File: src/rtl/cpu_pkg.sv
// cpu_pkg: definitions shared by the memory-access stage and its sub-blocks.
//   mem_state_t      : memory-access FSM states (IDLE, REQ, DONE)
//   RES_ALU/RES_REM  : ResultSel encodings for the non-load result
//   DEFAULT_TIMEOUT  : cycles in REQ without an ack before the access is abandoned
package cpu_pkg;

  typedef enum logic [1:0] {
    IDLE = 2'd0,
    REQ  = 2'd1,
    DONE = 2'd2
  } mem_state_t;

  localparam logic RES_ALU = 1'b0;
  localparam logic RES_REM = 1'b1;

  localparam int DEFAULT_TIMEOUT = 255;

endpackage

File: src/rtl/mem_wb_reg.sv
// mem_wb_reg: MEM/WB pipeline register.
//   clk, rst                  : clock, synchronous active-high reset
//   en                        : load enable (retiring instruction and no global stall)
//   d_valid/d_regwrite/d_reg/d_data : next values
//   valid/regwrite/wreg/data  : registered MEM/WB fields
module mem_wb_reg (
  input  logic        clk,
  input  logic        rst,
  input  logic        en,
  input  logic        d_valid,
  input  logic        d_regwrite,
  input  logic [2:0]  d_reg,
  input  logic [15:0] d_data,
  output logic        valid,
  output logic        regwrite,
  output logic [2:0]  wreg,
  output logic [15:0] data
);

  always_ff @(posedge clk) begin
    if (rst) begin
      valid    <= 1'b0;
      regwrite <= 1'b0;
      wreg     <= 3'd0;
      data     <= 16'd0;
    end else if (en) begin
      valid    <= d_valid;
      regwrite <= d_regwrite;
      wreg     <= d_reg;
      data     <= d_data;
    end
  end

endmodule

File: src/rtl/memory_stage.sv
// memory_stage: memory-access stage of the 16-bit pipelined CPU.
//   Inputs from the Execute register: Valid, DivStall, ALUOut, Remainder,
//   DataOut1Out, MemRead, MemWrite, ResultSel, RegWrite, WbRegIn; global Stall.
//   Data-memory bus: MemReq/MemWe/MemAddr/MemWData out, MemRData/MemAck in.
//   MemStall holds upstream stages while an access is pending; BusError is a
//   sticky timeout flag; FwdData is the combinational forwarding value;
//   WbValid/WbRegWrite/WbReg/WbData are the MEM/WB register outputs.
module memory_stage
  import cpu_pkg::*;
#(
  parameter int TIMEOUT = DEFAULT_TIMEOUT
) (
  input  logic        clk,
  input  logic        rst,
  input  logic        Stall,
  input  logic        Valid,
  input  logic        DivStall,
  input  logic [15:0] ALUOut,
  input  logic [15:0] Remainder,
  input  logic [15:0] DataOut1Out,
  input  logic        MemRead,
  input  logic        MemWrite,
  input  logic        ResultSel,
  input  logic        RegWrite,
  input  logic [2:0]  WbRegIn,
  output logic        MemReq,
  output logic        MemWe,
  output logic [15:0] MemAddr,
  output logic [15:0] MemWData,
  input  logic [15:0] MemRData,
  input  logic        MemAck,
  output logic        MemStall,
  output logic        BusError,
  output logic [15:0] FwdData,
  output logic        WbValid,
  output logic        WbRegWrite,
  output logic [2:0]  WbReg,
  output logic [15:0] WbData
);

  // Wait counter only needs to reach TIMEOUT-1.
  localparam int CW = (TIMEOUT > 1) ? $clog2(TIMEOUT) : 1;
  localparam logic [CW-1:0] CNT_LAST = CW'(TIMEOUT - 1);

  mem_state_t    state_reg;
  logic [CW-1:0] cnt_reg;
  logic          req_reg;
  logic          we_reg;
  logic [15:0]   addr_reg;
  logic [15:0]   wdata_reg;
  logic [15:0]   rdata_reg;
  logic [2:0]    wreg_reg;
  logic          regwrite_reg;
  logic          buserr_reg;

  logic        live;
  logic        memop;
  logic        wb_en;
  logic        wb_valid_next;
  logic        wb_regwrite_next;
  logic [2:0]  wb_reg_next;
  logic [15:0] wb_data_next;

  assign live  = Valid & ~DivStall;
  assign memop = live & (MemRead | MemWrite);

  assign FwdData  = (ResultSel == RES_REM) ? Remainder : ALUOut;
  // Released in DONE so Execute advances in the cycle the access retires.
  assign MemStall = ((state_reg == IDLE) & memop) | (state_reg == REQ);

  assign MemReq   = req_reg;
  assign MemWe    = we_reg;
  assign MemAddr  = addr_reg;
  assign MemWData = wdata_reg;
  assign BusError = buserr_reg;

  always_ff @(posedge clk) begin
    if (rst) begin
      state_reg    <= IDLE;
      cnt_reg      <= '0;
      req_reg      <= 1'b0;
      we_reg       <= 1'b0;
      addr_reg     <= 16'd0;
      wdata_reg    <= 16'd0;
      rdata_reg    <= 16'd0;
      wreg_reg     <= 3'd0;
      regwrite_reg <= 1'b0;
      buserr_reg   <= 1'b0;
    end else begin
      case (state_reg)
        IDLE: begin
          if (memop && !Stall) begin
            addr_reg     <= ALUOut;
            wdata_reg    <= DataOut1Out;
            we_reg       <= MemWrite;
            req_reg      <= 1'b1;
            cnt_reg      <= '0;
            wreg_reg     <= WbRegIn;
            regwrite_reg <= RegWrite;
            state_reg    <= REQ;
          end
        end
        REQ: begin
          if (MemAck) begin
            rdata_reg <= we_reg ? 16'd0 : MemRData;
            req_reg   <= 1'b0;
            state_reg <= DONE;
          end else if (cnt_reg == CNT_LAST) begin
            buserr_reg <= 1'b1;
            rdata_reg  <= 16'd0;
            req_reg    <= 1'b0;
            state_reg  <= DONE;
          end else begin
            cnt_reg <= cnt_reg + 1'b1;
          end
        end
        DONE: begin
          if (!Stall) begin
            state_reg <= IDLE;
          end
        end
        default: begin
          state_reg <= IDLE;
          req_reg   <= 1'b0;
        end
      endcase
    end
  end

  // MEM/WB only advances when an instruction retires: a non-memory op or
  // bubble straight from IDLE, or a finished access from DONE.
  always_comb begin
    wb_en            = 1'b0;
    wb_valid_next    = 1'b0;
    wb_regwrite_next = 1'b0;
    wb_reg_next      = WbRegIn;
    wb_data_next     = FwdData;
    case (state_reg)
      IDLE: begin
        if (!memop) begin
          wb_en            = ~Stall;
          wb_valid_next    = live;
          wb_regwrite_next = live & RegWrite;
        end
      end
      DONE: begin
        wb_en            = ~Stall;
        wb_valid_next    = 1'b1;
        wb_regwrite_next = ~we_reg & regwrite_reg;
        wb_reg_next      = wreg_reg;
        wb_data_next     = rdata_reg;
      end
      default: begin
        wb_en = 1'b0;
      end
    endcase
  end

  mem_wb_reg u_mem_wb (
    .clk        (clk),
    .rst        (rst),
    .en         (wb_en),
    .d_valid    (wb_valid_next),
    .d_regwrite (wb_regwrite_next),
    .d_reg      (wb_reg_next),
    .d_data     (wb_data_next),
    .valid      (WbValid),
    .regwrite   (WbRegWrite),
    .wreg       (WbReg),
    .data       (WbData)
  );

endmodule

File: config.mk
export PLATFORM = sky130hd
export DESIGN_NAME = memory_stage
export DESIGN_NICKNAME = d
export VERILOG_FILES = /design/src/rtl/cpu_pkg.sv /design/src/rtl/mem_wb_reg.sv /design/src/rtl/memory_stage.sv
export SDC_FILE = /design/constraint.sdc
export NUM_CORES = 1
export LEC_CHECK = 0
export BUFFER_PORTS_ARGS = -buffer_cell sky130_fd_sc_hd__buf_2
export CAP_MARGIN = 10
export CELL_PAD_IN_SITES_DETAIL_PLACEMENT = 1
export CELL_PAD_IN_SITES_GLOBAL_PLACEMENT = 2
export CORE_MARGIN = 2
export CORE_UTILIZATION = 30
export CTS_CLUSTER_DIAMETER = 150
export DETAILED_ROUTE_END_ITERATION = 6
export GPL_ROUTABILITY_DRIVEN = 0
export PLACE_DENSITY_LB_ADDON = 0.25
export RECOVER_POWER = 25
export SYNTH_ARGS = -nofsm -noshare
export SYNTH_HDL_FRONTEND = slang
export SYNTH_SLANG_ARGS = --single-unit
export TNS_END_PERCENT = 1
File: constraint.sdc
create_clock -name clk -period 3.8 [get_ports clk]
set_input_delay 0.38 -clock clk [delete_from_list [all_inputs] [get_ports clk]]
set_output_delay 0.38 -clock clk [all_outputs]
set_load 0.03 [all_outputs]
==> metrics.txt, run 1 <==
Final Max Tran Viols 0; final setup violating endpoints 0; status finished clean; Max-Cap Viols 0; Post-Syn Area 3655 µm²; drt total wl 10.81 mm; drt pass-1 iters 4; Yosys reg bits 86; slew margin rel. 20.49%; Worst Hold Depth 2; Netlist cell types 44; most frequent cells in the layout 110 x buf_2, 86 x dfxtp_1, 80 x nand2_1; PortBufs 149; number of synthesized flops with an enable pin 0; # diodes 0; Mapped Cells 389; worst r2r path cells 4; clk_lat worst skew 0.34 ns; PostCTS Resize Cnt 0; vias in the first global route 3310; critical path type flip-flop to flip-flop; Vias/cell 4.901; via count 3308; Routed Antenna Nets 0; Hold Vio Cnt, Final 0; largest fanout on the critical path 41; DP HPWL 7.599 mm; Critical Path Sink Type flip-flop; Placement Cell Area 4447 µm²; first-pass GRT wire length 16.95 mm; # hold bufs at CTS 0; DRT iter0 DRCs 86; maximum vdd drop 180.7 µV; die height 114.4 µm; Clock transition at path regs 0.06 ns; most common cell after layout, fill and taps aside buf_2; Hold Crit Class input pin to flip-flop; io pins 150; Initial Utilization 30.55%; Yosys warning total 0; fin crit share 59.03%; routed len/inst 16.01 µm; postcts setup bufs 0; total CTS buffers 9; Chip Width 114.4 µm; GRT overflow 0; crit path DAT 2.45 ns; leakage power 1.953 nW; Power per Cell Area 442.8 nW/µm²; row count 40; synthesized area per cell 9.395 µm²; Crit path required time 4.01 ns; Clock Sink Count 86; die area 13080 µm²; Area Growth Syn to Fin 27.70%; Nets 603; Post-synth top flop dfxtp_1; Filler cells 1427; fin crit period 2.243 ns; pin count of the biggest net entering global routing 43; RSZ-0062 raised after global routing false; CP startpoint kind flip-flop; CTS tree built; Slew @ Worst Pin 1.193 ns; clk root buf clkbuf_16; Async SR Flop Fraction 0%; setup TNS 0 ns; htree depth 3; Global Route Usage Sum 16.78%; # DRC 0; initial antenna violation count 0; Final Skew 0.007139 ns; fmax 445.8 MHz; Synth Net Count 468; final instance area 4667 µm²; Final Power 2.067 mW; register area share after synthesis 47.11%; share of cells above drive strength 1 32.01%; Core ar. 11960 µm²; clk buf depth 2
[worst max-delay path, cell delays in order (launching register included)]
cell and delay [ns]:
dfxtp_1 0.41, nor3b_4 0.37, nand3_2 0.81, nand2_1 0.38, a311oi_1 0.13
[cell usage after synthesis (3+ instances only)]
cell type   n  share of area, %
a211o_2     3              0.82
a211oi_1    3              0.62
a21oi_1    42               5.8
a21oi_2     5               1.2
a22o_1     16               3.8
buf_2       9               1.2
buf_4       3              0.62
buf_6       4               1.2
clkbuf_1    9              0.92
dfxtp_1    86                47
mux2_2     30               9.2
mux2i_1    19               5.2
nand2_1    80               8.2
nand2b_1    4              0.68
nand3_1     6              0.82
nor2_1     29               3.0
nor3_1      4              0.55
o21ai_0     4              0.55
[report_power, final]
group,internal [mW],total (mW),switching (mW)
registers,0.933,0.949,0.0164
logic,0.108,0.304,0.195
clock network,0.475,0.814,0.339
total,1.52,2.07,0.551
[area by class of cell]
class / instances / area (µm²) / share of cell area (%)
multi-input cells: 275 / 1780 / 38.15
flip-flops and latches: 86 / 1722 / 36.89
repair buffers: 150 / 704.4 / 15.09
clock buffers: 14 / 264.0 / 5.657
well taps: 147 / 183.9 / 3.941
inverters: 2 / 7.507 / 0.1609
clock inverters: 1 / 5.005 / 0.1072
[per-stage QoR]
stage / cells / hold WS (ns) / util, % / setup WS [ns]
after floorplan: 389 / 0.4320 / - / 2.040
after global placement: 660 / 0.4383 / 37.18 / 1.467
after global routing: 675 / 0.2494 / 39.02 / 1.259
after CTS: 675 / 0.2416 / 39.42 / 1.477
after detailed placement: 660 / 0.4458 / 37.18 / 1.370
final: 675 / 0.2586 / 39.02 / 1.557
[cell families (layout without fill, tap and decap cells)]
| logic type | count (synthesis) | count (layout) | share of synthesized area, % |
|---|---|---|---|
| AND/OR/NAND/NOR | 138 | 138 | 17.12 |
| flip-flops | 86 | 86 | 47.11 |
| AO/OA/AOI/OAI | 84 | 84 | 15.71 |
| multiplexers | 51 | 51 | 15.06 |
| buffers and inverters | 28 | 167 | 4.313 |
| adder cells (fa/ha/maj) | 2 | 2 | 0.6846 |
[metal layers]
layer | share of wire, % | track usage [%] | up-vias
li1 | - | - | 1623
met1 | 45 | 20.88 | 1572
met2 | 47 | 27.50 | 102
met3 | 6.6 | 4.764 | 11
met4 | 1.4 | 6.585 | 0
met5 | 0 | 0 | -
[final timing paths]
check                                               start                          to  slack [ns]
worst max-delay path            state_reg[1]$_SDFFE_PP0P_     cnt_reg[3]$_SDFFE_PP0P_        1.56
worst min-delay path                         MemRData[15]  rdata_reg[15]$_SDFFE_PP0P_        0.26
worst max register to register  state_reg[1]$_SDFFE_PP0P_     cnt_reg[3]$_SDFFE_PP0P_        1.56
worst min register to register   MemWData[0]$_SDFFE_PP0P_    MemWData[0]$_SDFFE_PP0P_        0.45
(Power assumes the default switching activity.)
==> inputs of run 2 (changes only) <==
Settings changed: ABC_AREA set to 1, CORE_UTILIZATION 30 to 25.
Clock period 3.8 ns to 2.3 ns, I/O delays scaled along.
==> metrics.txt, run 2 <==
most common cell after layout, fill and taps aside nand2_1 (was buf_2); routed len/inst 15.02 µm (was 16.01 µm); HP Start MemRData[14] (was MemRData[15]); Psw 1.092 mW (was 0.5508 mW); Worst Setup SP state_reg[1]$_SDFFE_PP0P_ (unchanged); vias in the first global route 4127 (was 3310); GRT overflow 0 (unchanged); top cells by area, synth dfxtp_1 45%, nand2_1 13%, a21oi_1 9.9% (was dfxtp_1 47%, mux2_2 9.2%, nand2_1 8.2%); number of synthesized flops with an enable pin 0 (unchanged); clock share of power 40.3% (was 39.4%); Hold Crit Class input pin to flip-flop (unchanged); Nets 777 (was 603); Crit path required time 2.07 ns (was 4.01 ns); Power per Cell Area 734.1 nW/µm² (was 442.8 nW/µm²); maximum vdd drop 332.6 µV (was 180.7 µV); hold_ws 0.1347 ns (was 0.2586 ns); Core ar. 15150 µm² (was 11960 µm²); Vias/cell 4.532 (was 4.901); postcts setup bufs 0 (unchanged); Async SR Flop Fraction 0% (unchanged); Placement Cell Area 4773 µm² (was 4447 µm²); Slew @ Worst Pin 0.5847 ns (was 1.193 ns); DRT iter0 DRCs 101 (was 86); # hold bufs at CTS 0 (unchanged); drt pass-1 iters 4 (unchanged); io pins 150 (unchanged); Hold Vio Cnt, Final 0 (unchanged); Initial Utilization 25.40% (was 30.55%); pin count of the biggest net entering global routing 44 (was 43); first-pass GRT wire length 21.20 mm (was 16.95 mm); reg-to-reg startpoint state_reg[1]$_SDFFE_PP0P_ (unchanged); fin crit share 77.79%; final setup violating endpoints 0 (unchanged); Max-Cap Viols 0 (unchanged); leakage power 2.233 nW (was 1.953 nW); critical path type flip-flop to output port (was flip-flop to flip-flop); fmax 558.9 MHz; setup TNS 0 ns (unchanged); Cell Int Power 2.600 mW (was 1.516 mW); via count 4038 (was 3308); post-synth top area cell dfxtp_1 (unchanged); Critical Path Sink Type output port (was flip-flop); # DRC 0 (unchanged); DP HPWL 9.982 mm (was 7.599 mm); Mapped Cells 559 (was 389); Routed Antenna Nets 0 (unchanged); crit path DAT 1.56 ns (was 2.45 ns); register share of total power 43.5% (was 45.9%); RSZ-0062 raised after global routing false (unchanged); slew margin rel. 61.02% (was 20.49%); status finished clean (unchanged); Switching Fraction 29.58% (was 26.65%); synthesized area per cell 6.883 µm² (was 9.395 µm²); final instance area 5030 µm² (was 4667 µm²); Clock Sink Count 86 (unchanged); Area Growth Syn to Fin 30.73% (was 27.70%); clk_lat worst skew 0.34 ns (about the same); Final Non-Filler Cells 891 (was 675); clk buf depth 2 (unchanged); share of cells above drive strength 1 21.76% (was 32.01%); initial antenna violation count 3 (was 0); die area 16400 µm² (was 13080 µm²); PortBufs 149 (unchanged); Filler cells 1935 (was 1427); fin crit period 1.789 ns; Chip Width 128.1 µm (was 114.4 µm); Synth Net Count 638 (was 468); most frequent cell after synthesis nand2_1 (was dfxtp_1); Global Route Usage Sum 16.71% (was 16.78%); Post-synth top flop dfxtp_1 (unchanged); row count 45 (was 40); Yosys top cell area share 44.75% (was 47.11%); register area share after synthesis 44.75% (was 47.11%); Yosys warning total 0 (unchanged); DP Cell Count 875 (was 660); Clock transition at path regs 0.07 ns (was 0.06 ns); htree depth 3 (unchanged); Netlist cell types 24 (was 44); Core Util, Final 33.21% (was 39.02%); clk root buf clkbuf_16 (unchanged); CP startpoint kind flip-flop (unchanged); Final Skew 0.006398 ns (was 0.007139 ns); power share of the combinational group 16.2% (was 14.7%); largest fanout on the critical path 15 (was 41); Final Max Tran Viols 0 (unchanged); CTS tree built (unchanged); die height 128.1 µm (was 114.4 µm); # diodes 0 (unchanged); PostCTS Resize Cnt 0 (unchanged); most frequent cells in the layout 138 x nand2_1, 110 x buf_2, 86 x dfxtp_1 (was 110 x buf_2, 86 x dfxtp_1, 80 x nand2_1); top cells by count, synth 138 x nand2_1, 86 x dfxtp_1, 76 x a21oi_1 (was 86 x dfxtp_1, 80 x nand2_1, 42 x a21oi_1); Yosys reg bits 86 (unchanged); drt total wl 13.38 mm (was 10.81 mm); Post-Syn Area 3847 µm² (was 3655 µm²); total CTS buffers 9 (unchanged)
-- run 2: cell types whose count changed in the layout (fill, tap and decap cells not counted), moves of 4 or more --
| cell | before | now |
|---|---|---|
| nand2_1 | 80 | 138 |
| a21oi_1 | 42 | 76 |
| nand2b_1 | 4 | 0 |
| nand2_2 | 0 | 4 |
| mux2_2 | 30 | 0 |
| o21ai_1 | 0 | 16 |
| nand3_1 | 5 | 13 |
| nor2_1 | 29 | 46 |
| buf_4 | 1 | 9 |
| a22o_1 | 16 | 0 |
| mux2i_1 | 19 | 0 |
| inv_1 | 2 | 69 |
| o21ai_0 | 4 | 60 |
-- run 2: metal layers --
layer	part of all wire, %	global-route usage (%)	up-vias
li1	-	-	2048
met1	46	20.61	1863
met2	46	27.71	108
met3	6.1	4.424	17
met4	2.0	6.787	2
met5	0.052	0	-
-- run 2: power groups by stage --
stage | combinational [mW] | clock [mW] | sequential [mW]
final | 0.599 | 1.49 | 1.61
after global routing | 0.664 | 1.60 | 1.62
after CTS | 0.622 | 1.54 | 1.61
after detailed placement | 0.619 | 0 | 1.64
after global placement | 0.607 | 0 | 1.64
after floorplan | 0.268 | 0 | 1.74
-- run 2: area by class of cell --
type / instances / area (µm²) / share of cell area, %
Clock buffer: 13 / 280.3 / 5.572
Clock inverter: 3 / 25.02 / 0.4975
Inverter: 72 / 270.3 / 5.373
Multi-Input combinational cell: 370 / 1713 / 34.05
Sequential cell: 86 / 1722 / 34.23
Tap cell: 188 / 235.2 / 4.677
Timing Repair Buffer: 159 / 784.5 / 15.60
-- run 2: final timing paths --
check	cells after the start	slack [ns]	to
max	4	0.51	MemStall
min	3	0.13	rdata_reg[14]$_SDFFE_PP0P_
min reg2reg	2	0.45	MemAddr[3]$_SDFFE_PP0P_
max reg2reg	6	0.56	MemWData[10]$_SDFFE_PP0P_
-- run 2: cell families (layout without fill, tap and decap cells) --
kind of cell             count (synthesis)  in the layout  synth area share (%)
AO/OA/AOI/OAI                          157            157                 20.78
adder cells (fa/ha/maj)                  2              2                0.6503
buffers and inverters                  103            247                 10.73
flip-flops                              86             86                 44.75
AND/OR/NAND/NOR                        211            211                 23.09
-- run 2: metrics by stage --
step	total power, mW	setup slack (ns)
finish	3.692	0.5108
CTS	3.769	0.4617
detailed placement	2.258	0.5267
floorplan	2.012	0.7675
global route	3.884	0.3409
global placement	2.245	0.6163
-- run 2: worst max-delay path, cell delays in order (launching register included) --
cell	delay [ns]
dfxtp_1	0.39
inv_2	0.07
nand2_1	0.42
nand2_1	0.13
buf_2	0.21
